File: src/rtl/upc_cart_player.sv
// rtl/upc_cart_player.sv - cart FIFO that plays UPC/Mark items with fixed dwell and gap; option macro CART_LOOP_EN
module upc_cart_player #(
   parameter int DEPTH = 4,
   parameter int DWELL = 4,
   parameter int GAP   = 2
) (
   input  logic                       clk,
   input  logic                       reset,
   input  logic                       load,
   input  logic [2:0]                 load_upc,
   input  logic                       load_mark,
   input  logic                       play,
   output logic [2:0]                 upc,
   output logic                       mark,
   output logic                       item_valid,
   output logic                       busy,
   output logic [$clog2(DEPTH):0]     count,
   output logic                       full,
   output logic                       empty
);

   localparam int PW   = $clog2(DEPTH);
   localparam int CW   = PW + 1;
   localparam int TMAX = (DWELL > GAP) ? DWELL : GAP;
   localparam int TW   = $clog2(TMAX + 1);

   localparam logic [1:0] S_IDLE = 2'd0;
   localparam logic [1:0] S_SHOW = 2'd1;
   localparam logic [1:0] S_GAP  = 2'd2;

   logic [3:0]    mem [DEPTH];
   logic [PW-1:0] rd_ptr;
   logic [PW-1:0] wr_ptr;
   logic [1:0]    state;
   logic [1:0]    state_n;
   logic [TW-1:0] tmr;
   logic [TW-1:0] tmr_n;
   logic          pop;
   logic          push;
   logic [3:0]    push_data;
   logic [CW-1:0] count_n;

   // Playback sequencing: decides when to pop the head and where the dwell/gap timer goes next.
   always_comb begin
      state_n = state;
      tmr_n   = tmr;
      pop     = 1'b0;
      case (state)
         S_IDLE: begin
            if (play && !empty) begin
               pop     = 1'b1;
               state_n = S_SHOW;
               tmr_n   = '0;
            end
         end
         S_SHOW: begin
            if (play) begin
               state_n = S_IDLE;
               tmr_n   = '0;
            end else if (tmr == TW'(DWELL - 1)) begin
               state_n = S_GAP;
               tmr_n   = '0;
            end else begin
               tmr_n = tmr + 1'b1;
            end
         end
         S_GAP: begin
            if (play) begin
               state_n = S_IDLE;
               tmr_n   = '0;
            end else if (tmr == TW'(GAP - 1)) begin
               tmr_n = '0;
               if (!empty) begin
                  pop     = 1'b1;
                  state_n = S_SHOW;
               end else begin
                  state_n = S_IDLE;
               end
            end else begin
               tmr_n = tmr + 1'b1;
            end
         end
         default: begin
            state_n = S_IDLE;
            tmr_n   = '0;
         end
      endcase
   end

   // Tail write source: in loop mode the popped item is recycled and overrides any external load.
   always_comb begin
`ifdef CART_LOOP_EN
      push      = pop | (load & ~full);
      push_data = pop ? mem[rd_ptr] : {load_upc, load_mark};
`else
      push      = load & ~full;
      push_data = {load_upc, load_mark};
`endif
   end

   // Occupancy after this cycle's push/pop; both together leave it unchanged.
   always_comb begin
      count_n = count;
      if (push && !pop)
         count_n = count + 1'b1;
      else if (pop && !push)
         count_n = count - 1'b1;
   end

   // Cart storage; entries need no reset because the pointers and count define validity.
   always_ff @(posedge clk) begin
      if (!reset && push)
         mem[wr_ptr] <= push_data;
   end

   // Registered control, pointers, occupancy flags and presented item.
   always_ff @(posedge clk) begin
      if (reset) begin
         state      <= S_IDLE;
         tmr        <= '0;
         rd_ptr     <= '0;
         wr_ptr     <= '0;
         count      <= '0;
         full       <= 1'b0;
         empty      <= 1'b1;
         busy       <= 1'b0;
         upc        <= 3'b000;
         mark       <= 1'b0;
         item_valid <= 1'b0;
      end else begin
         state <= state_n;
         tmr   <= tmr_n;
         busy  <= (state_n != S_IDLE);
         count <= count_n;
         full  <= (count_n == CW'(DEPTH));
         empty <= (count_n == '0);
         if (push)
            wr_ptr <= wr_ptr + 1'b1;
         if (pop) begin
            rd_ptr     <= rd_ptr + 1'b1;
            upc        <= mem[rd_ptr][3:1];
            mark       <= mem[rd_ptr][0];
            item_valid <= 1'b1;
         end else if (state_n != S_SHOW) begin
            upc        <= 3'b000;
            mark       <= 1'b0;
            item_valid <= 1'b0;
         end
      end
   end

endmodule
File: config.mk
export PLATFORM = sky130hd
export DESIGN_NAME = upc_cart_player
export DESIGN_NICKNAME = d
export VERILOG_FILES = /design/src/rtl/upc_cart_player.sv
export SDC_FILE = /design/constraint.sdc
export NUM_CORES = 1
export LEC_CHECK = 0
export CORE_MARGIN = 4
export CORE_UTILIZATION = 40
export CTS_BUF_LIST = sky130_fd_sc_hd__clkbuf_4 sky130_fd_sc_hd__clkbuf_8
export CTS_CLUSTER_DIAMETER = 100
export DETAILED_ROUTE_END_ITERATION = 8
export GPL_ROUTABILITY_DRIVEN = 1
export PLACE_DENSITY = 0.72
export RECOVER_POWER = 100
export SYNTH_ARGS = -nofsm -noshare
export SYNTH_HDL_FRONTEND = slang
export SYNTH_SLANG_ARGS = --single-unit
File: constraint.sdc
create_clock -name clk -period 1.8 [get_ports clk]
set_input_delay 0.36 -clock clk [delete_from_list [all_inputs] [get_ports clk]]
set_output_delay 0.36 -clock clk [all_outputs]
set_load 0.05 [all_outputs]
==> results of run 1 <==
timing repair:
| action | CTS | global route |
|---|---|---|
| endpoints found under the setup margin | 7 | 8 |
| gates resized for setup | 7 | 10 |
| setup buffers | 1 | 1 |
| pin swaps | 0 | 1 |
critical path: cells and delay by family (launching register included):
kind            cells  cell delay (ps)
compound gates      3              690
flops               1              370
simple gates        1              390
fa+ha+maj           2              320
metal layers:
| metal | up-vias | GRT usage | wire, µm |
|---|---|---|---|
| met2 | 16 | 0.236 | 1820 |
| li1 | 655 | - | - |
| met3 | 8 | 0.0330 | 141 |
| met4 | 0 | 0.0524 | 51 |
| met5 | - | 0 | 0 |
| met1 | 640 | 0.162 | 1570 |
power by group through the flow:
stage	combinational (W)	clock [W]	sequential, W
after detailed placement	0.000827	0	0.00110
after global placement	0.000791	0	0.00110
after CTS	0.000850	0.000578	0.00109
final	0.000851	0.000557	0.00109
after floorplan	0.000395	0	0.00126
after global routing	0.000920	0.000626	0.00111
per-stage QoR:
| stage | cells | instance area [µm²] | power [W] | setup WS (ps) |
|---|---|---|---|---|
| after detailed placement | 249 | 2270 | 0.00193 | -409 |
| final | 259 | 2400 | 0.00250 | -50.0 |
| after floorplan | 159 | 1900 | 0.00166 | 1.38 |
| after CTS | 258 | 2380 | 0.00252 | -24.7 |
| after global placement | 249 | 2270 | 0.00189 | -367 |
| after global routing | 259 | 2400 | 0.00265 | -117 |
how the worst min path moves through the flow:
stage | from | to
6_report | upc[0]$_SDFFE_PP0P_ | upc[0]$_SDFFE_PP0P_
2_1_floorplan | reset | full$_SDFF_PP0_
3_5_place_dp | upc[0]$_SDFFE_PP0P_ | upc[0]$_SDFFE_PP0P_
3_3_place_gp | mark$_SDFFE_PP0P_ | mark$_SDFFE_PP0P_
5_1_grt | upc[0]$_SDFFE_PP0P_ | upc[0]$_SDFFE_PP0P_
4_1_cts | upc[0]$_SDFFE_PP0P_ | upc[0]$_SDFFE_PP0P_
final cells by class:
| class | count | area (µm²) | share of cell area |
|---|---|---|---|
| clock buffers | 5 | 68.8 | 0.0287 |
| inverters | 16 | 60.1 | 0.0251 |
| well taps | 52 | 65.1 | 0.0272 |
| clock inverters | 3 | 16.3 | 0.00679 |
| flip-flops and latches | 38 | 937 | 0.391 |
| multi-input cells | 101 | 942 | 0.393 |
| repair buffers | 44 | 307 | 0.128 |
logic make-up (layout without fill, tap and decap cells):
kind of cell / Yosys count / in the layout / synth area share
AND/OR/NAND/NOR: 46 / 46 / 0.131
flip-flops: 38 / 38 / 0.501
AO/OA/AOI/OAI: 27 / 27 / 0.121
buffers and inverters: 20 / 68 / 0.0490
adder cells (fa/ha/maj): 15 / 15 / 0.102
XOR/XNOR: 7 / 7 / 0.0334
multiplexers: 6 / 6 / 0.0613
registers in the layout, summed over array words and instances, names as in the netlist, named ones only:
register / count
mem: 16
count: 3
tmr: 3
upc: 3
rd_ptr: 2
state: 2
wr_ptr: 2
busy: 1
empty: 1
full: 1
item_valid: 1
mark: 1
cells in the mapped netlist:
library cell / n
dfxtp_1: 22
edfxtp_1: 16
o311a_1: 3
xnor2_1: 5
xor2_1: 2
a2bb2oi_1: 1
mux4_2: 4
o32ai_2: 1
buf_6: 2
nand3_1: 4
nor2b_1: 1
clkbuf_1: 2
nor4_1: 1
a22oi_1: 3
nor3b_1: 2
nand2_1: 13
nand2b_1: 1
and3_1: 4
o21ai_0: 6
or3_1: 1
a21o_4: 1
nor3_1: 2
o31ai_2: 4
nand4bb_4: 1
inv_2: 1
and2_1: 1
a21boi_0: 1
mux2_2: 2
inv_1: 15
nor2_1: 13
ha_1: 15
a21oi_1: 4
a211oi_1: 3
nand3b_1: 2
==> qor.csv, run 1 <==
stage;metric;value;unit
run_status;outcome;complete, but fails checks;
run_status;violations;setup timing;
hold_path;hold_depth;2;
critical_path;crit_path_end_kind;register;
die;num_rows;24;
critical_path;critPathCapture;upc[0]$_SDFFE_PP0P_;
die;ios;19;
finish;layout-drive-gt1-share;0.343;
timing;rsz0062_at_grt;yes;
clocking;cts_tree;yes;
placed_design;hpwl;2.78;mm
synth;syn_area_per_cell;11.6;µm²
finish;final_core_util;0.543;
power_and_ir_drop;internal_power;0.00161;W
global_routing;grt_pass1_vias;1303;
clocking;cts_buffers;5;
finish;diodes;0;
critical_path;crit_chain;ha_4 > ha_4 > a2bb2oi_2 > o311a_1 > or3_4 > o31ai_2;
timing;tns;-178;ps
timing;finalSetupViolCount;5;
synth;synth_cells;159;
timing;max_slew_margin;0.595;
synth;ys_seq_area_frac;0.501;
detailed_routing;totalWireLength;3.59;mm
synth;synth_area;1840;µm²
synth;synth_fp_nets;182;
timing;hold_viol;0;
power_and_ir_drop;power.share.sequential;0.436;
flow_run;drv_cap;0;
critical_path;critPathSlowestCell;or3_4;
global_routing;grt_max_degree;13;
clocking;root_buffer;clkbuf_8;
power_and_ir_drop;switching_share;0.356;
hold_path;hp-class;register to register;
detailed_routing;drtIter0Drc;58;
clocking;htreeDepth;2;
detailed_routing;drc_errors;0;
detailed_routing;vias_per_cell;5.09;
finish;syn2layout_area_growth;30.4;%
power_and_ir_drop;cellPowerDensity;1040;nW/µm²
power_and_ir_drop;peakVddDrop;0.761;mV
synth;netlist-cell-type-count;34;
global_routing;grt.total_usage;0.136;
timing;post-route-min-period;1850;ps
global_routing;grt-ovfl-total;0;
synth;synth.largest_area_cell;edfxtp_1;
timing;layout_setup_ws;-50.0;ps
die;coreArea;4410;µm²
timing;fin_skew;4.36;ps
global_routing;antenna_found_initial;0;
timing;timing.hold.ws;467;ps
die;start_util;0.416;
critical_path;critPathArrivalTime;2060;ps
placed_design;io_buffers;18;
critical_path;path_max_fanout;6;
finish;nNetsFinal;229;
detailed_routing;wl_per_cell;13.9;µm
die;die_w;75.8;µm
critical_path;r2r_start;tmr[0]$_SDFFE_PP0P_;
synth;synthTopCellsByArea;edfxtp_1, dfxtp_1, ha_1;
power_and_ir_drop;comb_power_share;0.341;
timing;worstMarginPinSlew;611;ps
critical_path;cpMostUsedCell;ha_4;
detailed_routing;drtPass1Iterations;4;
clocking;cts.clk_slew.worst_paths;70;ps
detailed_routing;vias;1319;
clocking;cts_sinks;38;
synth;synth-seq-cells;38;
critical_path;rrSetupSlack;-50;ps
critical_path;start_kind;register;
critical_path;critPathKind;register to register;
detailed_routing;ant_nets;0;
power_and_ir_drop;p_switching;0.000889;W
timing;finalCritPeriodShare;1.03;
global_routing;grt_pass1_wl;5.86;mm
finish;final_common_cell;buf_4;
critical_path;cpPeakStageDelay;390;ps
critical_path;worstSetupStartpoint;tmr[0]$_SDFFE_PP0P_;
power_and_ir_drop;power_frac_clock;0.223;
critical_path;r2r-end;upc[0]$_SDFFE_PP0P_;
synth;synth_warnings;0;
placed_design;routabilityCongestion;0.897;
critical_path;crit_required;2010;ps
clocking;clock_latency;290;ps
power_and_ir_drop;leakagePower;0.892;nW
finish;final.fill_count;373;
die;dieArea;5740;µm²
finish;final_cell_mix;buf_4, edfxtp_1, dfxtp_1;
critical_path;reg2reg_depth;6;
timing;max_freq;0.541;GHz
synth;synth_top_area_share;0.262;
timing;slew_violations;0;
clocking;cts_buffer_depth;2;
die;die_y;75.8;µm
clocking;hold_buffers;0;
(Power assumes the default switching activity.)
==> inputs of run 2 (changes only) <==
PLACE_DENSITY = 0.7   (was 0.72)
clock period = 2.2 ns   (was 1.8 ns; I/O delays follow)
==> qor.csv, run 2 (synthesis results as in run 1) <==
stage;metric;value;unit;change
run_status;outcome;completed;;
die;coreArea;4410;µm²;unchanged
finish;seq_area;921;µm²;-1.7%
finish;largest_register_ffs;16;;unchanged
critical_path;path_max_fanout;6;;unchanged
timing;finalCritPeriodShare;0.955;;
clocking;htreeDepth;2;;unchanged
placed_design;io_buffers;18;;unchanged
die;num_rows;24;;unchanged
placed_design;routabilityCongestion;0.893;;-0.47%
global_routing;grt-ovfl-total;0;;unchanged
detailed_routing;wl_per_cell;14.2;µm;+2.3%
critical_path;path_delay_family;buffers and inverters;;
timing;worstMarginPinSlew;521;ps;-89.5 ps
global_routing;grt.total_usage;0.134;;-0.00274
die;ios;19;;unchanged
finish;syn2layout_area_growth;19.6;%;
timing;slew_violations;0;;unchanged
power_and_ir_drop;cellPowerDensity;950;nW/µm²;-8.9%
global_routing;grt_pass1_vias;1244;;-4.5%
placed_design;hpwl;2.63;mm;-5.4%
finish;final_cell_mix;dfxtp_1, edfxtp_1, inv_1, ha_1, dlygate4sd3_1;;
finish;top_register;mem;;
timing;timing.hold.ws;472;ps;+4.42 ps
critical_path;critPathSlowestCell;dlygate4sd3_1;;
global_routing;antenna_found_initial;0;;unchanged
power_and_ir_drop;leakagePower;0.854;nW;-4.3%
power_and_ir_drop;peakVddDrop;0.529;mV;-30%
timing;hold_viol;0;;unchanged
timing;fin_skew;2.42;ps;-1.94 ps
global_routing;grt_pass1_wl;5.71;mm;-2.6%
clocking;hold_buffers;0;;unchanged
die;dieArea;5740;µm²;unchanged
finish;final.fill_count;382;;+2.4%
placed_design;placed_area;2120;µm²;-6.5%
critical_path;crit_chain;dlygate4sd3_1;;
critical_path;cpPeakStageDelay;920;ps;+530 ps
flow_run;drv_cap;0;;unchanged
clocking;root_buffer;clkbuf_8;;
finish;stdcell_area;2200;µm²;-8.4%
timing;max_freq;0.476;GHz;
die;start_util;0.416;;unchanged
detailed_routing;drc_errors;0;;unchanged
clocking;cts_sinks;38;;unchanged
detailed_routing;drtPass1Iterations;4;;unchanged
timing;post-route-min-period;2100;ps;
timing;rsz0062_at_grt;no;;
critical_path;crit_required;1760;ps;-250 ps
critical_path;crit_path_end_kind;output port;;
die;die_w;75.8;µm;unchanged
critical_path;critPathBufInv;1;;+1
clocking;cts_tree;yes;;
clocking;clock_latency;280;ps;about the same
finish;final_common_cell;dfxtp_1;;
clocking;cts_buffer_depth;2;;unchanged
hold_path;hp-class;register to register;;
timing;max_slew_margin;0.652;;+0.0568
finish;diodes;0;;unchanged
critical_path;start_kind;register;;
detailed_routing;ant_nets;0;;unchanged
detailed_routing;drtIter0Drc;47;;-19%
critical_path;critPathKind;register to output port;;
detailed_routing;vias;1254;;-4.9%
finish;nNetsFinal;212;;-7.4%
global_routing;grt_max_degree;12;;-1
die;die_y;75.8;µm;unchanged
finish;layout-drive-gt1-share;0.137;;-0.206
detailed_routing;vias_per_cell;5.18;;+1.8%
critical_path;critPathArrivalTime;1660;ps;-400 ps
clocking;cts_buffers;5;;unchanged
finish;multiInputGateArea;792;µm²;-16%
detailed_routing;totalWireLength;3.43;mm;-4.5%
clocking;cts.clk_slew.worst_paths;70;ps;about the same
timing;finalSetupViolCount;0;;-5
run 2: where the power goes:
| part | internal, W | switching, W |
|---|---|---|
| Clock | 0.000364 | 0.000220 |
| Combinational | 0.000253 | 0.000362 |
| Sequential | 0.000809 | 0.0000787 |
run 2: final timing paths:
check                            from             endpoint  slack [ps]  cells past startpoint
hold reg to reg   upc[2]$_SDFFE_PP0P_  upc[2]$_SDFFE_PP0P_         470                      2
setup reg to reg  state[0]$_SDFF_PP0_      full$_SDFF_PP0_         200                      7
hold / removal    upc[2]$_SDFFE_PP0P_  upc[2]$_SDFFE_PP0P_         470                      2
setup / recovery  count[0]$_SDFF_PP0_             count[0]         100                      1
run 2: cell type report:
class / instances / area share
inverter: 16 / 0.0274
tap: 52 / 0.0296
clock inverter: 1 / 0.0137
timing repair buffer: 27 / 0.111
sequential: 38 / 0.419
multi-input combinational: 101 / 0.361
clock buffer: 7 / 0.0382
run 2: through the flow:
step	utilization	worst slack [ps]	instances	power (W)	setup TNS (ps)
global placement	0.480	-62.8	234	0.00151	-304
CTS	0.506	93.6	242	0.00213	0
floorplan	-	293	159	0.00134	0
finish	0.497	98.1	242	0.00209	0
detailed placement	0.480	-127	234	0.00154	-645
global route	0.497	47.7	242	0.00220	0
run 2: timing repair:
action | CTS | global route
resized for setup | 0 | 1
setup endpoints to repair | 0 | 1
buffers inserted | 0 | 0
run 2: layer usage:
| layer | GRT usage | vias up | share of wire |
|---|---|---|---|
| li1 | - | 620 | - |
| met1 | 0.163 | 592 | 0.45 |
| met2 | 0.214 | 30 | 0.47 |
| met3 | 0.0435 | 12 | 0.049 |
| met4 | 0.0602 | 0 | 0.027 |
| met5 | 0 | - | 0 |
